## src/rtl/vip_pkg.sv

```systemverilog
// Shared encodings for the vip run-time configuration path:
// processing modes, debounce FSM states and threshold limits.
package vip_pkg;

   localparam logic [1:0] MODE_BYPASS = 2'd0;
   localparam logic [1:0] MODE_GRAY   = 2'd1;
   localparam logic [1:0] MODE_BIN    = 2'd2;

   localparam logic [7:0] THRESH_MAX  = 8'd255;

   typedef enum logic [1:0] {
      DEB_IDLE,
      DEB_PRESS_WAIT,
      DEB_HELD,
      DEB_REL_WAIT
   } deb_state_e;

   // Mode cycle bypass -> gray -> binary -> bypass; code 3 is never produced.
   function automatic logic [1:0] next_mode(input logic [1:0] m);
      case (m)
         MODE_BYPASS: next_mode = MODE_GRAY;
         MODE_GRAY:   next_mode = MODE_BIN;
         default:     next_mode = MODE_BYPASS;
      endcase
   endfunction

endpackage

```

## src/rtl/key_debounce.sv

```systemverilog
// One push-button input: 2-FF synchroniser plus a debounce FSM that
// emits a single-cycle press pulse per physical press (no auto-repeat).
module key_debounce
   import vip_pkg::*;
#(
   parameter int unsigned DEB_CNT = 1_000_000
) (
   input  logic clk,
   input  logic rst_n,
   input  logic key_i,
   output logic press_o
);

   localparam int unsigned CW = $clog2(DEB_CNT + 1);
   localparam logic [CW-1:0] CNT_LAST = CW'(DEB_CNT - 1);

   logic          sync1_q, sync2_q;
   deb_state_e    state_q;
   logic [CW-1:0] cnt_q;
   logic          press_q;

   always_ff @(posedge clk or negedge rst_n) begin
      if (!rst_n) begin
         sync1_q <= 1'b1;
         sync2_q <= 1'b1;
      end else begin
         sync1_q <= key_i;
         sync2_q <= sync1_q;
      end
   end

   always_ff @(posedge clk or negedge rst_n) begin
      if (!rst_n) begin
         state_q <= DEB_IDLE;
         cnt_q   <= '0;
         press_q <= 1'b0;
      end else begin
         press_q <= 1'b0;
         case (state_q)
            DEB_IDLE: begin
               if (!sync2_q) begin
                  cnt_q   <= '0;
                  state_q <= DEB_PRESS_WAIT;
               end
            end
            DEB_PRESS_WAIT: begin
               if (sync2_q) begin
                  state_q <= DEB_IDLE;
               end else if (cnt_q == CNT_LAST) begin
                  press_q <= 1'b1;
                  state_q <= DEB_HELD;
               end else begin
                  cnt_q <= cnt_q + 1'b1;
               end
            end
            DEB_HELD: begin
               if (sync2_q) begin
                  cnt_q   <= '0;
                  state_q <= DEB_REL_WAIT;
               end
            end
            DEB_REL_WAIT: begin
               if (!sync2_q) begin
                  state_q <= DEB_HELD;
               end else if (cnt_q == CNT_LAST) begin
                  state_q <= DEB_IDLE;
               end else begin
                  cnt_q <= cnt_q + 1'b1;
               end
            end
            default: state_q <= DEB_IDLE;
         endcase
      end
   end

   assign press_o = press_q;

endmodule

```

## src/rtl/vip_mode_ctrl.sv

```systemverilog
// Push-button driven mode/threshold controller for vip. Requests land in
// shadow registers and are committed only at a frame start (vsync rise).
module vip_mode_ctrl
   import vip_pkg::*;
#(
   parameter int unsigned DEB_CNT     = 1_000_000,
   parameter logic [7:0]  THRESH_INIT = 8'd128,
   parameter logic [7:0]  THRESH_STEP = 8'd8,
   parameter int unsigned FCNT_W      = 16
) (
   input  logic              clk,
   input  logic              rst_n,
   input  logic              key_mode,
   input  logic              key_up,
   input  logic              key_dn,
   input  logic              pre_frame_vsync,
   output logic [1:0]        mode_o,
   output logic [7:0]        thresh_o,
   output logic              mode_pending,
   output logic              cfg_update,
   output logic [FCNT_W-1:0] frame_cnt
);

   logic press_mode, press_up, press_dn;

   key_debounce #(.DEB_CNT(DEB_CNT)) u_deb_mode (
      .clk(clk), .rst_n(rst_n), .key_i(key_mode), .press_o(press_mode)
   );
   key_debounce #(.DEB_CNT(DEB_CNT)) u_deb_up (
      .clk(clk), .rst_n(rst_n), .key_i(key_up), .press_o(press_up)
   );
   key_debounce #(.DEB_CNT(DEB_CNT)) u_deb_dn (
      .clk(clk), .rst_n(rst_n), .key_i(key_dn), .press_o(press_dn)
   );

   logic [1:0]        sh_mode_q, sh_mode_d;
   logic [7:0]        sh_thr_q, sh_thr_d;
   logic [1:0]        mode_q, mode_d;
   logic [7:0]        thr_q, thr_d;
   logic              pending_q, pending_d;
   logic              cfg_upd_q, cfg_upd_d;
   logic              vsync_d1_q;
   logic [FCNT_W-1:0] fcnt_q, fcnt_d;
   logic              fs;
   logic [8:0]        thr_sum;

   assign fs      = pre_frame_vsync & ~vsync_d1_q;
   assign thr_sum = {1'b0, sh_thr_q} + {1'b0, THRESH_STEP};

   always_comb begin
      sh_mode_d = sh_mode_q;
      sh_thr_d  = sh_thr_q;
      mode_d    = mode_q;
      thr_d     = thr_q;
      cfg_upd_d = 1'b0;
      fcnt_d    = fcnt_q;

      if (press_mode) sh_mode_d = next_mode(sh_mode_q);

      if (press_up && !press_dn) begin
         sh_thr_d = thr_sum[8] ? THRESH_MAX : thr_sum[7:0];
      end else if (press_dn && !press_up) begin
         sh_thr_d = (sh_thr_q < THRESH_STEP) ? 8'd0 : sh_thr_q - THRESH_STEP;
      end

      // Commit takes the pre-press shadow; a coincident press stays pending.
      if (fs) begin
         fcnt_d = fcnt_q + 1'b1;
         if (pending_q) begin
            mode_d    = sh_mode_q;
            thr_d     = sh_thr_q;
            cfg_upd_d = 1'b1;
         end
      end

      pending_d = (sh_mode_d != mode_d) || (sh_thr_d != thr_d);
   end

   always_ff @(posedge clk or negedge rst_n) begin
      if (!rst_n) begin
         sh_mode_q  <= MODE_BYPASS;
         sh_thr_q   <= THRESH_INIT;
         mode_q     <= MODE_BYPASS;
         thr_q      <= THRESH_INIT;
         pending_q  <= 1'b0;
         cfg_upd_q  <= 1'b0;
         vsync_d1_q <= 1'b0;
         fcnt_q     <= '0;
      end else begin
         sh_mode_q  <= sh_mode_d;
         sh_thr_q   <= sh_thr_d;
         mode_q     <= mode_d;
         thr_q      <= thr_d;
         pending_q  <= pending_d;
         cfg_upd_q  <= cfg_upd_d;
         vsync_d1_q <= pre_frame_vsync;
         fcnt_q     <= fcnt_d;
      end
   end

   assign mode_o       = mode_q;
   assign thresh_o     = thr_q;
   assign mode_pending = pending_q;
   assign cfg_update   = cfg_upd_q;
   assign frame_cnt    = fcnt_q;

endmodule

```

## config.mk

```make
export PLATFORM = sky130hd
export DESIGN_NAME = vip_mode_ctrl
export DESIGN_NICKNAME = d
export VERILOG_FILES = /design/src/rtl/vip_pkg.sv /design/src/rtl/key_debounce.sv /design/src/rtl/vip_mode_ctrl.sv
export SDC_FILE = /design/constraint.sdc
export NUM_CORES = 1
export LEC_CHECK = 0
export CAP_MARGIN = 20
export CORE_MARGIN = 10
export CORE_UTILIZATION = 45
export DETAILED_ROUTE_END_ITERATION = 8
export PLACE_DENSITY = 0.65
export SLEW_MARGIN = 10
export SYNTH_ARGS = -nofsm -noshare
export SYNTH_HDL_FRONTEND = slang
export SYNTH_HIERARCHICAL = 1
export SYNTH_SLANG_ARGS = --single-unit
export TNS_END_PERCENT = 5
```

## constraint.sdc

```tcl
create_clock -name clk -period 2.36 [get_ports clk]
set_input_delay 0.354 -clock clk [delete_from_list [all_inputs] [get_ports clk]]
set_output_delay 0.354 -clock clk [all_outputs]
set_load 0.005 [all_outputs]
```

# After elaboration in Yosys (flattened, before gate mapping)
# Cells that the tools add are included.
# word_totals
input_bits	6
register_bits	114
word_cells	140
out_inout_bits	28
# op_classes
n_addsub	6
n_mux	60
n_reduce_logical	15
order_cmp	1
eq_ne	33
bitwise_logic	2
# ops
op	n
20-bit 2-to-1 mux	15
20-bit case mux with 4 select lines	3
20-bit by 1-bit adder with 20-bit output, second input constant	3
20-bit equality test, second input constant	3
8-bit 2-to-1 mux	6
2-bit 2-to-1 mux	21
2-bit case mux with 4 select lines	3
4-bit AND reduction	6
16-bit by 1-bit adder with 16-bit output, second input constant	1
2-bit equality test, second input constant	6
2-bit by 1-bit != test with 1-bit output, second input constant	6
2-bit != test, second input constant	6
1-bit 2-to-1 mux	11
8-bit by 4-bit adder with 9-bit output, second input constant	1
3-bit by 1-bit != test with 1-bit output, second input constant	3
3-bit != test, second input constant	3
2-bit by 1-bit equality test with 1-bit output, second input constant	4
2-bit logical NOT	4
8-bit by 4-bit less-than comparator with 1-bit output, second input constant	1
8-bit != test	1
8-bit by 4-bit subtractor with 8-bit output, second input constant	1
2-bit case mux with 2 select lines	1
1-bit logical AND	2
1-bit logical NOT	2
4 further kinds	4

# Longest topological paths before layout
# logic_depth
word_depth	6
mapped_depth	9
ltp_nobuf	8

# Cells and area by module
# The synthesis kept the hierarchy.
# by_module_without_submodules
mod	n_inst	cells_each	area_each_um2	seq_area_each_um2
key_debounce	3	130	1380.1	628.1
vip_mode_ctrl	1	229	2155.8	978.4

# Worst setup path after synthesis
# No wires, ideal clock.
# synth_timing
path_type	register -> register
from	register sh_thr_q[3]
to	register pending_q (netlist: mode_pending)
required_ns	2.222
synth_period_minus_slack_ns	2.082
setup_slack_ns	0.278
arrival_time_ns	1.944
stages_incl_launch_ff	8
path_buffers	1
setup_time_ns	0.138
cell_sequence	dfrtp_1 buf_6 or4b_4 or2_1 a211o_1 a21o_1 a22oi_1 nand4_1
# synth_between
elab_chain_cells	6
word_cells_on_any_way	11
cone_classes	2 x add/sub; 1 x order compare; 1 x eq/ne; 6 x mux; 1 x reduce/logical
# synth_rtl
item	line	source
start, declared	vip_mode_ctrl.sv:37	logic [7:0] sh_thr_q, sh_thr_d;
start signal, assigned	vip_mode_ctrl.sv:91	sh_thr_q <= sh_thr_d;
8-bit by 4-bit subtractor with 8-bit output or 8-bit by 4-bit less-than comparator with 1-bit output (tied branches)	vip_mode_ctrl.sv:63	sh_thr_d = (sh_thr_q < THRESH_STEP) ? 8'd0 : sh_thr_q - THRESH_STEP;
8-bit 2-to-1 mux	vip_mode_ctrl.sv:63	
8-bit 2-to-1 mux	vip_mode_ctrl.sv:62	end else if (press_dn && !press_up) begin
8-bit 2-to-1 mux	vip_mode_ctrl.sv:60	if (press_up && !press_dn) begin
8-bit != test (*)	vip_mode_ctrl.sv:76	pending_d = (sh_mode_d != mode_d) || (sh_thr_d != thr_d);
1-bit logical OR (*)	vip_mode_ctrl.sv:76	
net pending_d	vip_mode_ctrl.sv:40	logic pending_q, pending_d;
end signal, assigned	vip_mode_ctrl.sv:94	pending_q <= pending_d;
end, declared	vip_mode_ctrl.sv:40	
# The timed path passes the listed nets; every way through them passes the cells marked *.
# A chain may end at the register's enable or synchronous reset.

# Worst setup path in the final report
# Same ends and word-level chain as after synthesis.

==> flow_metrics.py <==
metrics = {
    "setup_path": {
        "rr_worst_depth": 6,
        "worstReg2RegStart": "sh_thr_q[3]",
        "crit_start": "sh_thr_q[3]",
        "crit_path_start_kind": "flop",
        "worst_path_max_delay_cell": "or4b_4",
        "max_stage_delay_ns": 0.59,
        "reg2reg_slack_ns": 0.17,
        "worstPathArrival_ns": 2.47,
        "worstSetupEndpointType": "flop",
        "path_max_fanout": 10,
        "critical_path_class": "flop to flop",
        "worstPathRequired_ns": 2.64,
        "path_cells": "or4b_4 -> or2_1 -> a211o_1 -> a21o_1 -> a22oi_1 -> nand4_1",
        "r2r-end": "mode_pending",
    },
    "floorplanning": {
        "ioPinCount": 34,
        "die_y_um": 138.3,
        "die_w_um": 138.3,
        "dieArea_mm2": 0.01912,
        "start_util_pct": 45.71,
        "coreArea_mm2": 0.01377,
        "placementRows": 43,
    },
    "power": {
        "leakagePower_nw": 3.106,
        "peakVddDrop_v": 0.0004833,
        "powerDensity_mw_per_mm2": 705.4,
    },
    "clocking": {
        "post_cts_buffers": 0,
        "cts_max_level": 4,
        "clk_path_buf_depth": 2,
        "clk_pin_slew_ns": 0.05,
        "clk_latency_ns": 0.42,
        "cts_root_buf": "clkbuf_16",
        "numCtsBuffers": 17,
        "cts.sinks": 114,
        "cts_tree": "built",
    },
    "sta": {
        "slew_violations": 0,
        "fin_crit_sh_pct": 92.80,
        "period_minus_slack_ns": 2.190,
        "setup_viol": 0,
        "hold_viol": 0,
        "fin_skew_ns": 0.005381,
        "slew_headroom_pct": 61.12,
        "rsz0062_at_grt": "false",
        "tightest_slew_ns": 0.5832,
        "finalSetupTns_ns": 0,
        "fmax_mhz": 456.6,
    },
    "cells_and_area": {
        "final_area_mm2": 0.007537,
        "nFillCells": 1215,
        "num_antenna_cells": 0,
        "instances_no_fill": 869,
        "area.growth.synth_to_final_pct": 19.71,
        "layout-drive-gt1-share_pct": 18.14,
        "layout.nets": 688,
    },
    "synth": {
        "syn_nets": 631,
        "netlist.area_leader.share_pct": 42.13,
        "ys_top_cells_by_area": "dfrtp_1 (42%), nand2_1 (4.1%), a31oi_1 (3.4%)",
        "synthTopCellsByCount": "dfrtp_1 (106), nand2_1 (69), a31oi_1 (34), o21ai_0 (34)",
        "synth-edff-count": 0,
        "synthArstFlopShare_pct": 100.0,
        "yosysWarnings": 6,
        "ys_seq_area_share_pct": 45.47,
        "yosysMostFrequentCell": "dfrtp_1",
        "syn_area_per_cell_um2": 10.17,
        "syn_inst": 619,
        "ys.flop_type": "dfrtp_1",
        "ys_seq_elements": 114,
        "synth_top_cell_by_area": "dfrtp_1",
        "ys_types": 77,
        "syn-cell-area_mm2": 0.006296,
    },
    "place": {
        "place_area_mm2": 0.006927,
        "port_buffers": 33,
        "globalplace.congestion": 0.8767,
        "placed_cells": 836,
        "hpwl_mm": 9.415,
    },
    "worst_hold_path": {
        "hp-class": "input pin to flop",
        "min_to": "u_deb_mode/sync1_q",
        "worst_hold_path.num_cells": 1,
        "worstHoldStart": "key_mode",
    },
    "global_route": {
        "grt_antenna_before_repair": 0,
        "use_met1_pct": 18.45,
        "grtUsageTotal_pct": 14.28,
        "grt_use_met3_pct": 4.315,
        "grt_max_degree": 45,
        "globalRoute.totalOverflow": 0,
        "grt_pass1_vias": 4809,
        "busiest_layer": "met2",
        "grt_pass1_wl_mm": 23.38,
        "use_met2_pct": 22.31,
    },
    "run_status": {
        "status": "finished, final reports clean",
    },
    "route": {
        "drc": 0,
        "vias_per_cell": 5.644,
        "vias": 4905,
        "routedWlPerCell_um": 15.57,
        "drt_iter0_drc": 308,
        "totalWireLength_mm": 13.53,
        "drt_pass1_iterations": 5,
        "detail-route-antenna-nets": 0,
    },
    "run": {
        "drv_cap": 0,
    },
}
-- placed cells by master (no fill, tap or decap), types with 5 or more instances in the layout --
cell type	Yosys	final
a21boi_1	6	6
a21oi_1	26	26
a22o_2	6	6
a31oi_1	34	34
a41oi_1	7	7
and3_1	9	9
buf_4	1	24
clkbuf_16	0	17
clkdlybuf4s50_1	0	32
dfrtp_1	106	104
dfstp_2	8	8
ha_1	6	6
inv_1	12	12
mux2i_1	15	15
nand2_1	69	69
nand2b_1	13	13
nand3_1	30	30
nand3_4	6	6
nand4_1	22	22
nor2_1	30	30
nor3_1	14	14
nor4_4	6	6
o21a_1	6	6
o21ai_0	34	34
or4_1	5	5
xnor2_1	17	17
xor2_1	13	13
-- what timing repair did --
item / 4_1_cts / 5_1_grt
hold buffers: 1 / 0
endpoints found under the hold margin: 36 / 0
resized for setup: 0 / 2
setup endpoints to repair: 0 / 1
-- worst max path at each step --
stage	endpoint	cells after the start
global placement	mode_pending	7
floorplan	mode_pending	7
CTS	mode_pending	7
finish	mode_pending	6
detailed placement	mode_pending	7
global route	u_deb_mode/cnt_q[12]	9
-- registers in the layout, summed over array words and instances (netlist names), 2 cells and up, named ones only --
name,flops
u_deb_up/cnt_q,20
thresh_o,8
u_deb_dn/cnt_q,20
mode_o,2
frame_cnt,16
sh_mode_q,2
sh_thr_q,8
u_deb_mode/cnt_q,20
-- power breakdown --
part | total, W | internal, W | switching [W]
clock | 0.00259 | 0.00171 | 0.000880
combinational | 0.000467 | 0.000250 | 0.000217
sequential | 0.00226 | 0.00208 | 0.000184
total | 0.00532 | 0.00404 | 0.00128
-- area by class of cell --
cell class                      instances  area (um^2)  share of cell area (%)
Timing Repair Buffer                   59        550.5                   7.304
Sequential cell                       114         2865                   38.01
Clock inverter                         10        133.9                   1.776
Multi-Input combinational cell        467         3227                   42.81
Inverter                               17        71.32                  0.9462
Clock buffer                           22        464.2                   6.159
Tap cell                              180        225.2                   2.988
-- cells by family after synthesis --
family          Yosys count  synth area share, %
compound gates          155                16.36
flops                   114                45.47
xor+xnor                 33                5.485
mux                      18                2.921
buf+inv                  38                3.279
fa+ha+maj                 6                1.192
simple gates            255                25.30
-- worst max-delay path: cells and delay by family, from the launching register on --
family	cells	cell delay, ns
AND/OR/NAND/NOR	3	0.95
AO/OA/AOI/OAI	3	0.64
flip-flops	1	0.47
-- routing by layer --
layer  share of wire (%)  up-vias
li1                    -     2416
met1                  48     2388
met2                  47       86
met3                 4.0       15
met4                 1.1        0
met5                   0        -
-- per-stage QoR --
step                worst slack (ns)  total power [W]  util, %  hold WS [ns]
floorplan                     0.2780         0.002501        -       0.05841
global route                 0.05772         0.005544    54.72        0.3229
detailed placement            0.1069         0.002764    50.29        0.3468
global placement              0.1617         0.002751    50.29        0.3464
finish                        0.1699         0.005317    54.72        0.3451
CTS                          0.09493         0.005389    54.71        0.3287
No activity file was read; power rests on OpenSTA's default activity.
